===== config.mk =====
export PLATFORM = sky130hd
export DESIGN_NAME = fetch_stage
export DESIGN_NICKNAME = d
export VERILOG_FILES = /design/src/rtl/riscv_defines.sv /design/src/rtl/fetch_stage.sv
export SDC_FILE = /design/constraint.sdc
export NUM_CORES = 1
export LEC_CHECK = 0
export ABC_AREA = 1
export BUFFER_PORTS_ARGS = -buffer_cell sky130_fd_sc_hd__buf_2
export CORE_ASPECT_RATIO = 0.8
export CORE_MARGIN = 2
export CORE_UTILIZATION = 40
export DETAILED_ROUTE_END_ITERATION = 12
export GPL_ROUTABILITY_DRIVEN = 0
export PLACE_DENSITY_LB_ADDON = 0.3
export SYNTH_ARGS = -nofsm -noshare
export SYNTH_HDL_FRONTEND = slang
export SYNTH_SLANG_ARGS = --single-unit

===== constraint.sdc =====
create_clock -name clk -period 1.8 [get_ports clk]
set_input_delay 0.36 -clock clk [delete_from_list [all_inputs] [get_ports clk]]
set_output_delay 0.36 -clock clk [all_outputs]
set_load 0.02 [all_outputs]

===== src/rtl/riscv_defines.sv =====
// rtl/riscv_defines.sv - shared widths, NOP encoding and fetch FSM state type
package riscv_defines;

    localparam int          RISCV_ADDR_WIDTH = 32;
    localparam logic [31:0] NOP_INST         = 32'h0000_0013;

    typedef enum logic [1:0] {
        FETCH_IDLE = 2'd0,
        FETCH_REQ  = 2'd1,
        FETCH_WAIT = 2'd2,
        FETCH_HOLD = 2'd3
    } fetch_state_e;

endpackage


===== src/rtl/fetch_stage.sv =====
// rtl/fetch_stage.sv - single-outstanding instruction fetch with registered hand-off to the controller
module fetch_stage
    import riscv_defines::*;
#(
    parameter logic [RISCV_ADDR_WIDTH-1:0] BOOT_ADDR = '0
) (
    input  logic                        clk,
    input  logic                        rst_n,
    input  logic                        fetch_en_i,
    output logic                        instr_req_o,
    output logic [RISCV_ADDR_WIDTH-1:0] instr_addr_o,
    input  logic                        instr_gnt_i,
    input  logic                        instr_rvalid_i,
    input  logic [31:0]                 instr_rdata_i,
    output logic                        inst_valid_o,
    output logic [31:0]                 instr_o,
    output logic [RISCV_ADDR_WIDTH-1:0] pc_o,
    input  logic                        retire_i,
    input  logic                        target_valid_i,
    input  logic [RISCV_ADDR_WIDTH-1:0] target_addr_i
);

    localparam logic [RISCV_ADDR_WIDTH-1:0] WORD_MASK = {{(RISCV_ADDR_WIDTH-2){1'b1}}, 2'b00};

    fetch_state_e                  state_q;
    logic [RISCV_ADDR_WIDTH-1:0]   pc_q;
    logic [31:0]                   instr_q;
    logic                          kill_q;
    logic                          pend_q;
    logic [RISCV_ADDR_WIDTH-1:0]   pend_addr_q;
    logic                          req_q;
    logic                          valid_q;
    logic [RISCV_ADDR_WIDTH-1:0]   target_aligned;

    assign target_aligned = target_addr_i & WORD_MASK;

    always_ff @(posedge clk or negedge rst_n) begin
        if (!rst_n) begin
            state_q     <= FETCH_IDLE;
            pc_q        <= BOOT_ADDR;
            instr_q     <= NOP_INST;
            kill_q      <= 1'b0;
            pend_q      <= 1'b0;
            pend_addr_q <= '0;
            req_q       <= 1'b0;
            valid_q     <= 1'b0;
        end else begin
            case (state_q)
                FETCH_IDLE: begin
                    if (target_valid_i) begin
                        pc_q <= target_aligned;
                    end
                    if (fetch_en_i) begin
                        state_q <= FETCH_REQ;
                        req_q   <= 1'b1;
                    end
                end

                // pc_q doubles as the bus address, so redirects are parked until gnt
                FETCH_REQ: begin
                    if (instr_gnt_i) begin
                        state_q <= FETCH_WAIT;
                        req_q   <= 1'b0;
                        if (target_valid_i) begin
                            kill_q      <= 1'b1;
                            pend_q      <= 1'b1;
                            pend_addr_q <= target_aligned;
                        end else if (pend_q) begin
                            kill_q <= 1'b1;
                        end
                    end else if (target_valid_i) begin
                        pend_q      <= 1'b1;
                        pend_addr_q <= target_aligned;
                    end
                end

                FETCH_WAIT: begin
                    if (instr_rvalid_i) begin
                        if (target_valid_i || kill_q) begin
                            pc_q    <= target_valid_i ? target_aligned : pend_addr_q;
                            kill_q  <= 1'b0;
                            pend_q  <= 1'b0;
                            state_q <= fetch_en_i ? FETCH_REQ : FETCH_IDLE;
                            req_q   <= fetch_en_i;
                        end else begin
                            instr_q <= instr_rdata_i;
                            state_q <= FETCH_HOLD;
                            valid_q <= 1'b1;
                        end
                    end else if (target_valid_i) begin
                        kill_q      <= 1'b1;
                        pend_q      <= 1'b1;
                        pend_addr_q <= target_aligned;
                    end
                end

                // Target has priority: ecall and taken branches raise retire alongside it
                FETCH_HOLD: begin
                    if (target_valid_i || retire_i) begin
                        pc_q    <= target_valid_i ? target_aligned : pc_q + RISCV_ADDR_WIDTH'(4);
                        valid_q <= 1'b0;
                        state_q <= fetch_en_i ? FETCH_REQ : FETCH_IDLE;
                        req_q   <= fetch_en_i;
                    end
                end

                default: begin
                    state_q <= FETCH_IDLE;
                    req_q   <= 1'b0;
                    valid_q <= 1'b0;
                end
            endcase
        end
    end

    assign instr_req_o  = req_q;
    assign instr_addr_o = pc_q;
    assign inst_valid_o = valid_q;
    assign instr_o      = instr_q;
    assign pc_o         = pc_q;

endmodule


==> results.toml <==
[layout]
nNetsFinal = 1134
diodes = 0
area_delta_synth_final_pct = 23.9
layout_commonest_cell = "nand2_1"
drive_gt1_frac = 0.240
final_cell_mix = "402 x nand2_1, 165 x buf_2, 94 x dfrtp_1"
utilization = 0.504
finalNonFillerCells = 1256
final_area_um2 = 7540
fillers = 1518

[power]
p_leak_nw = 4.04
finalPower_w = 0.0138
power_density_nw_per_um2 = 1830
irDropWorstVdd_mv = 0.887

[synthesis]
avgSynthCellArea_um2 = 6.68
syn_nets = 983
syn_inst = 911
synth_edf_count = 0
synth_area_um2 = 6090
synth_flop_cell = "dfrtp_1"
yosysUniqueCellTypes = 35
ys_seq_area_frac = 0.420
ys_ff_latch = 102
async_flop_share = 1.00
ys_warn_count = 0

[grt]
antenna_found_initial = 0
globalRouteTotalUtil = 0.212
grt.overflow.total = 0
grt_pass1_wl_um = 27200
grt_max_degree = 42
grt_pass1_vias = 5430

[timing]
hold_slack_ps = 181
min_period_over_period = 0.952
worstMarginPinSlew_ps = 565
min_period_ps = 1710
hold_violations = 0
skew_ps = 11.7
relSlewSlack = 0.623
finalSetupViolCount = 0
finalMaxSlewViolations = 0
rsz0062_at_grt = "yes"
fmax_mhz = 583

[worst_hold_path]
hold_class = "input port to register"

[placed_design]
post-dp-hpwl_um = 12300
placed_cell_area_um2 = 7120
port_buffers = 166
dpl.cell_count = 1236

[setup_path]
end_kind = "register"
crit_required_ps = 2050
crit_fanout = 17
arrival_ps = 1970
path_class = "register to register"
cp-start-kind = "register"

[drt]
drt_iter0_markers = 459
wl_met2_um = 7130
vias = 6039
topRoutingLayerUsed = "met4"
dr_wl_met3_um = 1070
remaining_drc_errors = 0
drt-total-wl_um = 16700
drt-vias-per-instance = 4.81
detail-route-antenna-nets = 0
drt-wirelength-per-cell_um = 13.3
met1_length_um = 8290
firstDrtPassIters = 5

[clock_tree]
cts_tree = "yes"
clock-sinks = 102
cts_buffers = 9
clk_latency_ps = 370
path_clk_slew_ps = 80
clock_path_buffers = 2
ctsRootBufferMaster = "clkbuf_16"
htreeDepth = 3

[floorplanning]
die_w_um = 142
initial_core_util = 0.407
coreArea_um2 = 15000
rows = 40
pin_count = 169
die_h_um = 114
dieArea_um2 = 16200

[outcome]
status = "completed"

[job]
drv_cap = 0
worst paths after layout:
check / from / end / slack, ps / depth (start not counted)
worst max-delay path: state_q[1] / instr_addr_o[5] / 90 / 11
worst min-delay path: instr_rdata_i[0] / instr_o[0] / 180 / 3
worst max register to register: state_q[1] / instr_addr_o[5] / 90 / 11
worst min register to register: instr_o[0] / instr_o[0] / 470 / 2
max in group asynchronous: rst_n / pend_addr_q[10] / 680 / 3
min in group asynchronous: rst_n / instr_o[14] / 530 / 2
sequential cells by signal, indices dropped and copies added (netlist names):
signal and count:
kill_q 1, inst_valid_o 1, pend_addr_q 32, state_q 2
instr_req_o 1, instr_o 32, pend_q 1, instr_addr_o 32
kinds of logic after synthesis:
logic type,share of synthesized area
and+or+nand+nor,0.351
buffers and inverters,0.109
AOI/OAI and AO/OA,0.108
DFF,0.420
xor gates and xnor gates,0.0101
adders and majority gates,0.00206
worst max-delay path: stages, from the launching register on:
cell	delay [ps]
dfrtp_1	440
inv_2	110
nor2_4	60
nand2_2	110
nand2_2	100
inv_2	110
nand3_4	90
inv_2	100
buf_6	180
nand3_1	90
nor2_1	140
a21oi_2	40
layer usage:
layer  vias up  GRT usage
met5         -          0
met4         0     0.0480
met3        14     0.0527
met2       164      0.321
met1      2739      0.309
li1       3122          -
cells in the mapped netlist (3+ instances only):
| library cell | number | area, um^2 |
|---|---|---|
| xor2_1 | 5 | 43.8 |
| nand3_1 | 25 | 125 |
| nand2_2 | 3 | 18.8 |
| buf_4 | 33 | 248 |
| inv_1 | 61 | 229 |
| nand3b_1 | 5 | 37.5 |
| dfstp_2 | 3 | 78.8 |
| nor2_1 | 99 | 372 |
| buf_1 | 3 | 11.3 |
| a22oi_1 | 3 | 22.5 |
| nand2_1 | 403 | 1510 |
| clkbuf_1 | 14 | 52.6 |
| a31oi_1 | 4 | 25.0 |
| o21ai_0 | 67 | 335 |
| a2bb2oi_1 | 3 | 26.3 |
| a21oi_1 | 35 | 175 |
| buf_2 | 17 | 85.1 |
| dfrtp_1 | 99 | 2480 |
| inv_2 | 7 | 26.3 |
timing repair:
action | 4_1_cts | 5_1_grt
pin swaps | 0 | 1
buffers inserted | 0 | 3
setup endpoints to repair | 1 | 23
hold buffers | 1 | 0
resized for setup | 1 | 20
hold endpoints to repair | 33 | 0
layout make-up:
cell class | count | area (um^2) | share of cell area
Multi-Input combinational cell | 673 | 2910 | 0.386
Sequential cell | 102 | 2560 | 0.340
Timing Repair Buffer | 208 | 1250 | 0.166
Inverter | 68 | 258 | 0.0342
Tap cell | 189 | 236 | 0.0314
Clock buffer | 9 | 225 | 0.0299
Clock inverter | 7 | 96.3 | 0.0128
power breakdown:
group          internal, W  total (W)  switching [W]
Combinational      0.00267    0.00755        0.00488
Clock              0.00101    0.00206        0.00105
Sequential         0.00337    0.00416       0.000789
Total              0.00705     0.0138        0.00672
per-stage QoR:
stage | setup slack [ps] | setup TNS (ps)
finish | 85.9 | 0
global route | -64.2 | -356
CTS | 56.0 | 0
detailed placement | 23.3 | 0
global placement | 75.4 | 0
floorplan | 60.7 | 0
Power figures use the tool's default switching activity.
